**config.mk**
```make
export PLATFORM = sky130hd
export DESIGN_NAME = w_sram_ctrl
export DESIGN_NICKNAME = d
export VERILOG_FILES = /design/src/rtl/w_sram_ctrl.sv
export SDC_FILE = /design/constraint.sdc
export NUM_CORES = 1
export LEC_CHECK = 0
export ABC_AREA = 1
export BUFFER_PORTS_ARGS = -buffer_cell sky130_fd_sc_hd__buf_2
export CORE_MARGIN = 1
export CORE_UTILIZATION = 41
export CTS_BUF_LIST = sky130_fd_sc_hd__clkbuf_16
export CTS_CLUSTER_SIZE = 25
export DETAILED_ROUTE_END_ITERATION = 16
export PLACE_DENSITY = 0.82
export SYNTH_ARGS = -nofsm -noshare
export SYNTH_HDL_FRONTEND = slang
export SYNTH_SLANG_ARGS = --single-unit
```
**constraint.sdc**
```tcl
create_clock -name clk -period 2.85 [get_ports clk]
set_clock_uncertainty 0.15 [all_clocks]
set_input_delay 0.7125 -clock clk [delete_from_list [all_inputs] [get_ports clk]]
set_output_delay 0.7125 -clock clk [all_outputs]
set_load 0.05 [all_outputs]
```
**src/rtl/w_sram_ctrl.sv**
```systemverilog
// rtl/w_sram_ctrl.sv - weight SRAM controller: host writes and burst reads (optional W_SRAM_CTRL_WRAP_EN)
module w_sram_ctrl #(
  parameter int DEPTH = 108,
  parameter int AW    = 7,
  parameter int DW    = 32
) (
  input  logic          clk,
  input  logic          reset,
  input  logic          wr_req,
  input  logic [AW-1:0] wr_addr,
  input  logic [DW-1:0] wr_data,
  output logic          wr_gnt,
  input  logic          rd_start,
  input  logic [AW-1:0] rd_base,
  input  logic [AW-1:0] rd_len,
  output logic          rd_busy,
  output logic          rd_valid,
  output logic          rd_done,
  output logic [DW-1:0] rd_data,
  output logic          sram_cen,
  output logic          sram_wen,
  output logic [AW-1:0] sram_a,
  output logic [DW-1:0] sram_d,
  input  logic [DW-1:0] sram_q,
  output logic          err_oob
);

  typedef enum logic [1:0] {IDLE, BURST, DRAIN} state_t;

  localparam logic [AW:0] DEPTH_W = (AW+1)'(DEPTH);

  state_t        state;
  logic [AW-1:0] addr_q;
  logic [AW-1:0] cnt_q;
  logic [AW-1:0] addr_nxt;
  logic          rd_valid_q;
  logic          rd_done_q;
  logic          err_oob_q;
  logic          base_ok;
  logic          range_ok;
  logic          wr_in_range;

  assign base_ok     = {1'b0, rd_base} < DEPTH_W;
  assign wr_in_range = {1'b0, wr_addr} < DEPTH_W;

`ifdef W_SRAM_CTRL_WRAP_EN
  localparam logic [AW-1:0] LAST_A = AW'(DEPTH - 1);

  // Any length is legal once the base is inside the array; the pointer wraps.
  assign range_ok = base_ok;
  assign addr_nxt = (addr_q == LAST_A) ? '0 : addr_q + 1'b1;
`else
  logic [AW:0] rd_end;

  // Without wrapping the whole burst must fit below DEPTH.
  assign rd_end   = {1'b0, rd_base} + {1'b0, rd_len};
  assign range_ok = base_ok && (rd_end <= DEPTH_W);
  assign addr_nxt = addr_q + 1'b1;
`endif

  assign rd_busy  = (state == BURST) || (state == DRAIN);
  assign rd_valid = rd_valid_q;
  assign rd_done  = rd_done_q;
  assign err_oob  = err_oob_q;
  assign rd_data  = sram_q;

  // Write grant and SRAM port mux; a read start in IDLE wins over a write.
  always_comb begin
    wr_gnt   = 1'b0;
    sram_cen = 1'b1;
    sram_wen = 1'b1;
    sram_a   = '0;
    sram_d   = '0;
    if (!reset) begin
      wr_gnt = wr_req && ((state == IDLE) || (state == DRAIN)) &&
               !((state == IDLE) && rd_start);
      if (state == BURST) begin
        sram_cen = 1'b0;
        sram_a   = addr_q;
      end else if (wr_gnt && wr_in_range) begin
        sram_cen = 1'b0;
        sram_wen = 1'b0;
        sram_a   = wr_addr;
        sram_d   = wr_data;
      end
    end
  end

  // Burst FSM with registered valid/done and the sticky range error.
  always_ff @(posedge clk) begin
    if (reset) begin
      state      <= IDLE;
      addr_q     <= '0;
      cnt_q      <= '0;
      rd_valid_q <= 1'b0;
      rd_done_q  <= 1'b0;
      err_oob_q  <= 1'b0;
    end else begin
      rd_valid_q <= (state == BURST);
      rd_done_q  <= 1'b0;
      if (wr_gnt && !wr_in_range) begin
        err_oob_q <= 1'b1;
      end
      case (state)
        IDLE: begin
          if (rd_start) begin
            if ((rd_len != '0) && range_ok) begin
              state  <= BURST;
              addr_q <= rd_base;
              cnt_q  <= rd_len;
            end else begin
              rd_done_q <= 1'b1;
              if (!range_ok) begin
                err_oob_q <= 1'b1;
              end
            end
          end
        end
        BURST: begin
          addr_q <= addr_nxt;
          cnt_q  <= cnt_q - 1'b1;
          if (cnt_q == AW'(1)) begin
            state     <= DRAIN;
            rd_done_q <= 1'b1;
          end
        end
        DRAIN: begin
          state <= IDLE;
        end
        default: begin
          state <= IDLE;
        end
      endcase
    end
  end

endmodule

```
# [Yosys cells after proc, flatten, opt, wreduce, memory -nomap -nowiden]
# Cells that the tools add are included.
[classes] n_addsub=3 order_cmp=3 eq_ne=6 muxes=31 reduce_logical=16
[op_table] operator="2-to-1 mux 32 bit" count=3
[op_table] operator="2-to-1 mux 7 bit" count=7
[op_table] operator="one-hot mux 7 bit (2 select lines)" count=2
[op_table] operator="< comparator 7 bit, second input constant" count=2
[op_table] operator="2-to-1 mux 1 bit" count=14
[op_table] operator="adder 7 x 7 -> 8 bit" count=1
[op_table] operator="<= comparator 8 x 7 -> 1 bit, second input constant" count=1
[op_table] operator="adder 7 x 1 -> 7 bit, second input constant" count=1
[op_table] operator="== test 7 x 1 -> 1 bit, second input constant" count=1
[op_table] operator="logical AND 1 bit" count=7
[op_table] operator="nonzero test 7 bit" count=1
[op_table] operator="subtractor 7 x 1 -> 7 bit, second input constant" count=1
[op_table] operator="2-to-1 mux 2 bit" count=3
[op_table] operator="AND reduction 3 bit" count=2
[op_table] operator="!= test 2 x 1 -> 1 bit, second input constant" count=2
[op_table] operator="one-hot mux 2 bit (2 select lines)" count=1
[op_table] operator="== test 2 x 1 -> 1 bit, second input constant" count=1
[op_table] operator="== test 2 bit, second input constant" count=1
[op_table] operator="zero test 1 bit" count=2
[op_table] operator="zero test 2 bit" count=1
[op_table] operator="logical OR 1 bit" count=2
[op_table] operator="!= test 2 bit, second input constant" count=1
[op_table] operator="one-hot mux 1 bit (2 select lines)" count=1
[op_table] operator="nonzero test 2 bit" count=1
[word_totals] reg_bits=19 in_bits=89 out_inout_bits=78

# [Depth between registers and ports, before layout]
# Gate-level depths: netlist (run 1).
[depth] depth_word=11 depth_mapped=17

# [Worst setup path after synthesis (run 1)]
# Ideal clock, no wire load.
[synth_path] path_type="input-to-output" start="input port wr_addr[6]" end="output port sram_a[0]" arrival_ns=2.746 required_ns=1.987 setup_slack_ns=-0.758 path_stages=5 n_path_buf=0 cell_sequence="inv_1 > nor3_1 > nor2_1 > o21ai_0 > nor2_1"
[synth_between] elab_chain_len=5
[synth_rtl] item="start: declaration" line="10" text="input logic [AW-1:0] wr_addr,"
[synth_rtl] item="< comparator 7 bit" line="44" text="assign wr_in_range = {1'b0, wr_addr} < DEPTH_W;"
[synth_rtl] item="logical AND 1 bit" line="80" text="end else if (wr_gnt && wr_in_range) begin"
[synth_rtl] item="2-to-1 mux 7 bit" line="80"
[synth_rtl] item="2-to-1 mux 7 bit" line="77" text="if (state == BURST) begin"
[synth_rtl] item="2-to-1 mux 7 bit" line="74" text="if (!reset) begin"
[synth_rtl] item="end: declaration" line="22" text="output logic [AW-1:0] sram_a,"
# No other way between the ends.

# [Worst setup path in the final report (run 1)]
[layout_path] start="register state[1]" end="output port sram_d[28]"
[layout_between] elab_chain_len=8
[layout_rtl] item="start: declaration" line="32" text="state_t state;"
[layout_rtl] item="start signal: assignment" line="92" text="state <= IDLE;"
[layout_rtl] item="start signal: assignment" line="108" text="state <= BURST;"
[layout_rtl] item="start signal: assignment" line="123" text="state <= DRAIN;"
[layout_rtl] item="== test 2 bit or zero test 2 bit (tied branches)" line="75, 76"
[layout_rtl] item="logical OR 1 bit or logical AND 1 bit (tied branches)" line="75, 76"
[layout_rtl] item="logical AND 1 bit or zero test 1 bit (tied branches)" line="75, 76"
[layout_rtl] item="logical AND 1 bit" line="75" text="wr_gnt = wr_req && ((state == IDLE) || (state == DRAIN)) &&"
[layout_rtl] item="logical AND 1 bit" line="80"
[layout_rtl] item="2-to-1 mux 32 bit" line="80"
[layout_rtl] item="2-to-1 mux 32 bit (*)" line="77"
[layout_rtl] item="2-to-1 mux 32 bit (*)" line="74"
[layout_rtl] item="end: declaration" line="23" text="output logic [DW-1:0] sram_d,"
# Every way passes the cells marked *; elsewhere a longest branch is shown, timed or not.

==> out/qor.txt, run 1 <==
Status - complete, but fails checks
Failing checks - setup timing
Avg Inst Size Synth - 6.02 um2
Area grow syn2layout - 59.8%
Register area share after synthesis - 17.6%
Nets - 547
Slew Viols, Final - 0
MaxCap Viol Count - 0
Critical Setup Path Class - flip-flop to output pin
Total power - 2.92 mW
Critical Path AT - 2.14 ns
Critical Path Most Common Cell - nor2_4
DIE WIDTH - 74.6 um
Clock period minus worst slack - 3.01 ns
Final WL - 8880 um
GPL Wtd Cong - 0.879
CTS Hold Bufs - 0
Total GRT Usage - 22.4%
Initial antenna violation count - 0
Num ports - 167
Clock slew at reported path FFs - 0.06 ns
Mapped Cells - 359
Post-synthesis simple-gate area fraction - 33.2%
EDFF count, synth - 0
Commonest non-fill, non-tap cells in the layout - buf_2 (64), inv_1 (57), nand2_1 (53)
Routed vias/inst - 5.41
Mapped cell area - 0.00216 mm2
Maximum fanout along the worst path - 7
Largest net degree at the start of global routing - 27
Post-Synth XOR/XNOR Area - 3.24%
Bufs on Longest Clock Path - 2
CTS Root Cell - clkbuf_16
First-pass GRT wire length - 9750 um
Num CTS Buffers - 3
Routed len/inst - 17.3 um
Synth area leaders - dfxtp_1 (18%), nor2_1 (12%), buf_4 (11%)
Static leakage - 1.77 nW
Number of global-route vias before repair - 2,228
Core box area - 0.00507 mm2
Synthesized flop and latch total - 19
Crit share post-route - 105%
Area after DPL - 0.00274 mm2
Clock sink count - 19
Slew @ Worst Pin - 0.422 ns
Worst-Skew Late Latency - 0.26 ns
Peak VDD IR - 652 uV
Main combinational cell family by area after synthesis - simple AND/OR/NAND/NOR gates
Worst Hold Class - flip-flop to flip-flop
Slew headroom - 71.7%
Pre-antenna DRT Iters - 5
Post-synth top area share - 17.6%
Top FF cell, synth - dfxtp_1
Die Y - 74.6 um
Pre-CTS setup slack - -0.0653 ns
Worst path slowest cell - dfxtp_2
Fraction of registers with async set/reset - 0%
Post-synthesis mux area share - 2.32%
Antenna Cells - 0
CTS tree - yes
Aggregate global routing overflow - 0
Starting Density - 42.6%
Row cnt - 26
CP Capture Type - output pin
Req. time, crit path - 1.99 ns
Via count - 2,774
Final ANT Viol Nets - 0
RSZ-0062 raised after global routing - yes
Setup_tns - -2.35 ns
DR iter-0 viols - 217
H-Tree Depth - 1
CP Cell Sequence - buf_4 > ha_4 > nor2_4 > nor3_4 > inv_2 > nor2_4 > nand3_4 > clkbuf_16 > nor2_4 > buf_8
Post-synthesis cell type count - 30
Worst stage delay on the critical path - 0.36 ns
Setup ws final - -0.156 ns
Worst Setup Start Kind - flip-flop
Syn Nets - 462
Fmax - 333 MHz
Final setup viols - 40
Port Buffer Count - 102
# DRC - 0
Share of layout cells above drive strength 1 - 42.2%
DIE AREA - 0.00556 mm2
Fillers - 372
Final Hold Viols - 0
Final instance area - 0.00345 mm2
Ys Warns - 0
PD cells - 847 mW/mm2
Synth area leader - dfxtp_1
Commonest non-fill, non-tap cell in the layout - buf_2
DPL Wire Length - 4540 um
Post-Synth Adder-Cell Area - 8.45%
Compound-Gate Fraction of Synth Area - 10.1%
## metrics by stage
step	std cells	hold WS, ns	util (%)
final	513	0.377	68.0
after global routing	513	0.404	68.0
after CTS	507	0.349	60.7
after detailed placement	502	0.355	54.0
after global placement	502	0.351	54.0
after floorplan	359	0.324	-
## where the power goes
part | internal (mW) | switching (mW) | total [mW]
clock | 0.189 | 0.114 | 0.303
combinational | 0.778 | 1.35 | 2.13
sequential | 0.379 | 0.113 | 0.492
total | 1.35 | 1.58 | 2.92
## worst paths after layout
| kind | start | endpoint | slack, ns | depth (start not counted) |
|---|---|---|---|---|
| setup / recovery | state[1] | sram_d[28] | -0.16 | 10 |
| hold / removal | addr_q[6] | addr_q[6] | 0.38 | 2 |
| setup reg to reg | addr_q[0] | addr_q[6] | 0.87 | 9 |
| hold reg to reg | addr_q[6] | addr_q[6] | 0.38 | 2 |
## layer usage
layer,global-route usage (%),up-vias,part of all wire [%]
met5,0,-,0
met4,9.43,0,7.6
met3,5.01,71,8.7
met2,36.8,213,50
met1,28.2,1235,34
li1,-,1255,-
## synthesized netlist by cell type (2+ instances only)
master    instances
buf_2             6
nor3_1            4
ha_1             13
buf_4            32
dfxtp_1          19
a21oi_1          24
mux2i_1           5
nand3_1          20
o21ai_0          12
o22ai_1           4
nand2_1          54
inv_1            61
nand3_2           2
nor2_1           69
xor2_1            6
clkbuf_1          3
nand2_2           3
buf_6             2
nor4_1            2
nand3b_1          6
nand4_1           2
xnor2_1           2
## state kept, by name (all words and copies together), names as in the netlist
signal and count:
addr_q 7, cnt_q 7, err_oob 1, rd_done 1, rd_valid 1, state 2
## cell type report
type	instances	area [um2]	area share, %
tap	70	87.6	2.54
multi-input combinational	234	1630	47.2
timing repair buffer	124	1040	30.0
clock buffer	3	75.1	2.17
inverter	62	235	6.81
clock inverter	1	5.00	0.145
sequential	19	383	11.1
## worst max-delay path, delay by kind of cell (launching register included)
family	cells	cell delay, ns
flip-flops	1	0.36
adder cells (fa/ha/maj)	1	0.14
AND/OR/NAND/NOR	5	0.73
buffers and inverters	4	0.63
## kinds of logic after synthesis
logic type,Yosys count
xor gates and xnor gates,8
buffers and inverters,106
DFF,19
AOI/OAI and AO/OA,42
muxes,5
adders and majority gates,14
and+or+nand+nor,165
## repair_timing
action	CTS	global route
gates resized for setup	77	61
cloned	1	3
pin swaps	1	10
buffers inserted	0	3
endpoints found under the setup margin	38	39
(Power assumes the default switching activity.)
==> inputs of run 2 (changes only) <==
Settings changed: SKIP_LAST_GASP set to 1.
==> run 2 against run 1 <==
Compared with the run above:
- the run still ends with setup timing left
- utilization fell by 0.91 points
- maximum frequency fell by 1.6%
- clock power barely moved
- count of clock-buffer cells in the layout unchanged
- wire length down 5.7%
- total power shrank 2.5%
- setup slack got worse by 0.048 ns
- sequential power decreased by 1%
- critical path depth increased by 1
- critical path type unchanged
- highest routed layer unchanged
==> out/qor.txt, run 2 (same netlist as run 1, synthesis figures left out) <==
Commonest non-fill, non-tap cells in the layout - buf_2 (62), inv_1 (57), nand2_1 (53)
WHS Path Cells - 2
Routed len/inst - 16.3 um
Status - complete, but fails checks
Worst path slowest cell - dfxtp_2
Number of global-route vias before repair - 2,215
Static leakage - 1.77 nW
Slew headroom - 71.0%
Clock sink count - 19
DPL Wire Length - 4540 um
MaxCap Viol Count - 0
# DRC - 0
Fmax - 327 MHz
Largest net degree at the start of global routing - 27
Die Y - 74.6 um
Setup ws final - -0.204 ns
Clock slew at reported path FFs - 0.06 ns
Final WL - 8370 um
Hold Path End - cnt_q[6]
CTS tree - yes
Critical Setup Path Class - flip-flop to output pin
Peak VDD IR - 692 uV
Routed vias/inst - 5.32
Maximum fanout along the worst path - 7
Slew @ Worst Pin - 0.432 ns
Top Family by Delay on Critical Path - simple AND/OR/NAND/NOR gates
Num ports - 167
Port Buffer Count - 102
Starting Density - 42.6%
H-Tree Depth - 1
CP Capture Type - output pin
RSZ-0062 raised after global routing - yes
Fillers - 381
DIE WIDTH - 74.6 um
PD cells - 837 mW/mm2
Clock period minus worst slack - 3.05 ns
Antenna Cells - 0
Commonest non-fill, non-tap cell in the layout - buf_2
Multi-input gate area - 0.00158 mm2
Critical Path Most Common Cell - inv_2
Worst-Skew Late Latency - 0.26 ns
Area grow syn2layout - 57.6%
Final ANT Viol Nets - 0
Area after DPL - 0.00274 mm2
Failing checks - setup timing
Aggregate global routing overflow - 0
Register-to-Register Path Depth - 10
Bufs on Longest Clock Path - 2
Row cnt - 26
Final core utilization - 67.1%
Worst stage delay on the critical path - 0.35 ns
Reg2reg setup slack - 0.88 ns
Critical R2R Launch - state[1]
Num CTS Buffers - 3
CTS Root Cell - clkbuf_16
Critical Path AT - 2.19 ns
Crit share post-route - 107%
Total GRT Usage - 22.3%
Largest registers - addr_q x7, cnt_q x7, state x2
Slew Viols, Final - 0
DR iter-0 viols - 156
Sequential cell area - 383 um2
FF-to-FF End - addr_q[4]
First-pass GRT wire length - 9720 um
CTS Hold Bufs - 0
Crit path buf inv count - 5
Final setup viols - 41
Core box area - 0.00507 mm2
DIE AREA - 0.00556 mm2
Pre-antenna DRT Iters - 5
Initial antenna violation count - 0
Final Hold Viols - 0
CP Cell Sequence - inv_2 > ha_4 > nand2_2 > inv_2 > nor3_4 > inv_2 > nor2_4 > nand3_4 > buf_16 > nor2_4 > buf_6
Worst Hold Class - flip-flop to flip-flop
Via count - 2,730
Share of layout cells above drive strength 1 - 41.8%
Req. time, crit path - 1.99 ns
Worst Setup Start Kind - flip-flop
Nets - 547
Hold Crit Start - cnt_q[6]
GPL Wtd Cong - 0.879
Final instance area - 0.00341 mm2
-- run 2: cell counts in the layout (fill, tap and decap cells not counted) --
Identical to the previous run, type by type.
-- run 2: metal layers --
layer	vias to the layer above	GRT usage (%)	part of all wire (%)
li1	1255	-	-
met1	1237	28.2	36
met2	187	36.4	51
met3	51	5.01	7.6
met4	0	9.43	5.1
met5	-	0	0
-- run 2: how the worst max path moves through the flow --
stage | endpoint | cells past startpoint | slack (ns) | from
6_report | sram_d[26] | 11 | -0.20 | state[0]
5_1_grt | sram_d[26] | 11 | -0.27 | state[0]
4_1_cts | sram_a[4] | 11 | -0.07 | state[0]
3_5_place_dp | sram_a[4] | 10 | -0.07 | rd_start
3_3_place_gp | sram_d[1] | 10 | -0.04 | rd_start
2_1_floorplan | sram_a[3] | 8 | -0.21 | rd_start
-- run 2: layout make-up --
| type | count | share of cell area (%) |
|---|---|---|
| tap | 70 | 2.57 |
| inverter | 62 | 6.83 |
| multi-input combinational | 234 | 46.3 |
| clock inverter | 1 | 0.147 |
| sequential | 19 | 11.2 |
| clock buffer | 3 | 2.20 |
| timing repair buffer | 124 | 30.7 |
-- run 2: power breakdown --
part,internal [mW],switching (mW),leakage [nW]
Combinational,0.752,1.31,1.57
Clock,0.189,0.113,0.0409
Sequential,0.379,0.108,0.158
-- run 2: repair_timing --
item | in CTS | in global routing
setup endpoints to repair | 38 | 42
pin swaps | 1 | 5
gates resized for setup | 70 | 61
setup buffers | 0 | 3
gates cloned | 1 | 3
-- run 2: worst reg2reg max path, cell delays in order, from the launching register on --
cell     delay (ns)
dfxtp_2        0.33
inv_2          0.09
ha_1           0.21
inv_1          0.12
buf_4          0.24
a21oi_1        0.15
buf_4          0.29
nand2_2        0.13
nand2_1        0.08
nand2_1        0.05
nor2_1         0.08
-- run 2: per-stage QoR --
stage          hold WS [ns]  setup TNS (ns)  worst slack (ns)  std cells  power [mW]
2_1_floorplan         0.324           -2.50            -0.214        359        1.89
3_3_place_gp          0.351          -0.156           -0.0392        502        2.08
3_5_place_dp          0.355          -0.789           -0.0653        502        2.12
4_1_cts               0.370          -0.606           -0.0725        507        2.53
5_1_grt               0.413           -8.46            -0.272        513        3.03
6_report              0.372           -4.98            -0.204        513        2.85
==> inputs of run 3 (changes only) <==
==> constraint.sdc (replaced) <==
create_clock -name clk -period 2.85 [get_ports clk]
set_clock_uncertainty 0.15 [all_clocks]
set_input_delay 0.57 -clock clk [delete_from_list [all_inputs] [get_ports clk]]
set_output_delay 0.57 -clock clk [all_outputs]
set_load 0.05 [all_outputs]
==> run 3 against run 2 <==
Compared with the run above:
- global-route usage fell by 0.95 points
- combinational power fell by 8%
- critical endpoint is now sram_a[6]
- the flow still finishes with violations (setup timing)
- critical path depth fell by 1
- setup slack improved by 0.19 ns
- non-clock buffer count fell by 8
- sequential power fell by 0.8%
- final cell count fell by 1.4%
- die area did not move
- hold slack got worse by 0.0018 ns
- sequential share of layout area rose by 1.1 points
- first-iteration DRC count rose by 3.8%
- largest power group unchanged
- register-to-register slack got worse by 0.18 ns
- largest cell class unchanged
==> out/qor.txt, run 3 (same netlist as run 1, synthesis figures left out) <==
Routed vias/inst - 5.16
Slew Viols, Final - 0
Area grow syn2layout - 43.0%
Largest registers - addr_q x7, cnt_q x7, state x2
Final core utilization - 60.9%
First-pass GRT wire length - 9140 um
Commonest non-fill, non-tap cells in the layout - buf_2 (65), inv_1 (57), nand2_1 (54)
Final setup viols - 1
Peak VDD IR - 779 uV
Critical R2R Launch - state[0]
Row cnt - 26
DIE AREA - 0.00556 mm2
CTS Root Cell - clkbuf_16
Final cell count without fillers - 506
Core box area - 0.00507 mm2
Port Buffer Count - 102
Num ports - 167
Final ANT Viol Nets - 0
Slew @ Worst Pin - 0.518 ns
Reg2reg setup slack - 0.70 ns
Worst stage delay on the critical path - 0.34 ns
CTS tree - yes
Antenna Cells - 0
Number of global-route vias before repair - 2,043
Fillers - 426
Commonest non-fill, non-tap cell in the layout - buf_2
Crit share post-route - 100%
Crit path buf inv count - 4
Initial antenna violation count - 0
Critical Path AT - 2.14 ns
Starting Density - 42.6%
H-Tree Depth - 1
DIE WIDTH - 74.6 um
Worst Hold Class - flip-flop to flip-flop
Clock sink count - 19
Hold Path End - state[0]
Aggregate global routing overflow - 0
Register-to-Register Path Depth - 8
Status - complete, but fails checks
Placed insts - 494
Total GRT Usage - 21.4%
Clock period minus worst slack - 2.86 ns
# DRC - 0
Die Y - 74.6 um
MaxCap Viol Count - 0
Worst Setup Start Kind - flip-flop
Total power - 2.68 mW
DR iter-0 viols - 162
Fmax - 349 MHz
GPL Wtd Cong - 0.848
Num CTS Buffers - 3
Slew headroom - 65.2%
Static leakage - 1.68 nW
Largest net degree at the start of global routing - 27
Nets - 540
Routed len/inst - 14.8 um
Share of layout cells above drive strength 1 - 38.3%
Failing checks - setup timing
PD cells - 868 mW/mm2
Top Family by Delay on Critical Path - simple AND/OR/NAND/NOR gates
Pre-antenna DRT Iters - 5
Final Hold Viols - 0
Setup ws final - -0.0141 ns
Worst path slowest cell - dfxtp_2
Clock slew at reported path FFs - 0.07 ns
Req. time, crit path - 2.13 ns
Setup_tns - -0.0141 ns
Worst-Skew Late Latency - 0.26 ns
Bufs on Longest Clock Path - 2
Via count - 2,611
Critical Setup Path Class - flip-flop to output pin
CP Cell Sequence - inv_2 > ha_4 > nand2_1 > inv_2 > nor3_2 > inv_2 > nor2_4 > nand3_4 > o22ai_1 > buf_2
WHS Path Cells - 2
FF-to-FF End - addr_q[1]
Critical Path Most Common Cell - inv_2
DPL Wire Length - 4650 um
Maximum fanout along the worst path - 7
Hold Crit Start - state[0]
CP Capture Type - output pin
Final WL - 7490 um
[run 3: changes by cell type in the layout (fill, tap and decap cells not counted), sizes merged]
cell,previous run,this run
buf,121,110
clkinvlp,0,1
clkinv,2,1
nand3,22,23
clkbuf,6,9
[run 3: tightest hold or removal path, cell delays in order, from the launching register on]
cell and delay, ns:
dfxtp_2 0.33, inv_2 0.08, a21oi_1 0.07
[run 3: repair_timing]
action	in CTS	in global routing
pin swaps	1	5
setup buffers	1	4
resized for setup	33	84
hold buffers	0	0
endpoints found under the setup margin	29	39
gates cloned	1	2
[run 3: power breakdown]
group          total (mW)  switching (mW)  internal, mW
clock network       0.313           0.122         0.190
logic                1.89            1.22         0.661
registers           0.483           0.104         0.379
total                2.68            1.45          1.23
[run 3: how the worst max path moves through the flow]
stage,startpoint,end,slack (ns),cells after the start
after floorplan,state[0],sram_a[1],-0.33,9
after global placement,rd_start,sram_d[7],0.10,10
after detailed placement,rd_base[0],state[1],0.05,16
after CTS,state[1],sram_d[8],-0.002,11
after global routing,state[0],sram_d[23],-0.06,11
final,state[0],sram_a[6],-0.01,10
[run 3: layout make-up]
| type | instances | area (um2) | area share [%] |
|---|---|---|---|
| sequential | 19 | 383 | 12.4 |
| clock inverter | 1 | 7.51 | 0.243 |
| multi-input combinational | 235 | 1430 | 46.3 |
| timing repair buffer | 116 | 873 | 28.3 |
| clock buffer | 3 | 75.1 | 2.43 |
| tap | 70 | 87.6 | 2.83 |
| inverter | 62 | 233 | 7.53 |
[run 3: per-layer routing]
metal  GRT usage (%)  share of wire, %  wire (um)
met5               0                 0          0
met4            10.1               2.6        195
met3            3.79               7.2        536
met2            34.7                51       3840
met1            27.4                39       2920
[run 3: metrics by stage]
step | hold WS, ns | area [um2] | setup slack [ns]
after floorplan | 0.324 | 2210 | -0.327
after global placement | 0.351 | 2550 | 0.104
after detailed placement | 0.360 | 2550 | 0.0489
after CTS | 0.371 | 2730 | -0.00152
after global routing | 0.403 | 3090 | -0.0643
final | 0.370 | 3090 | -0.0141
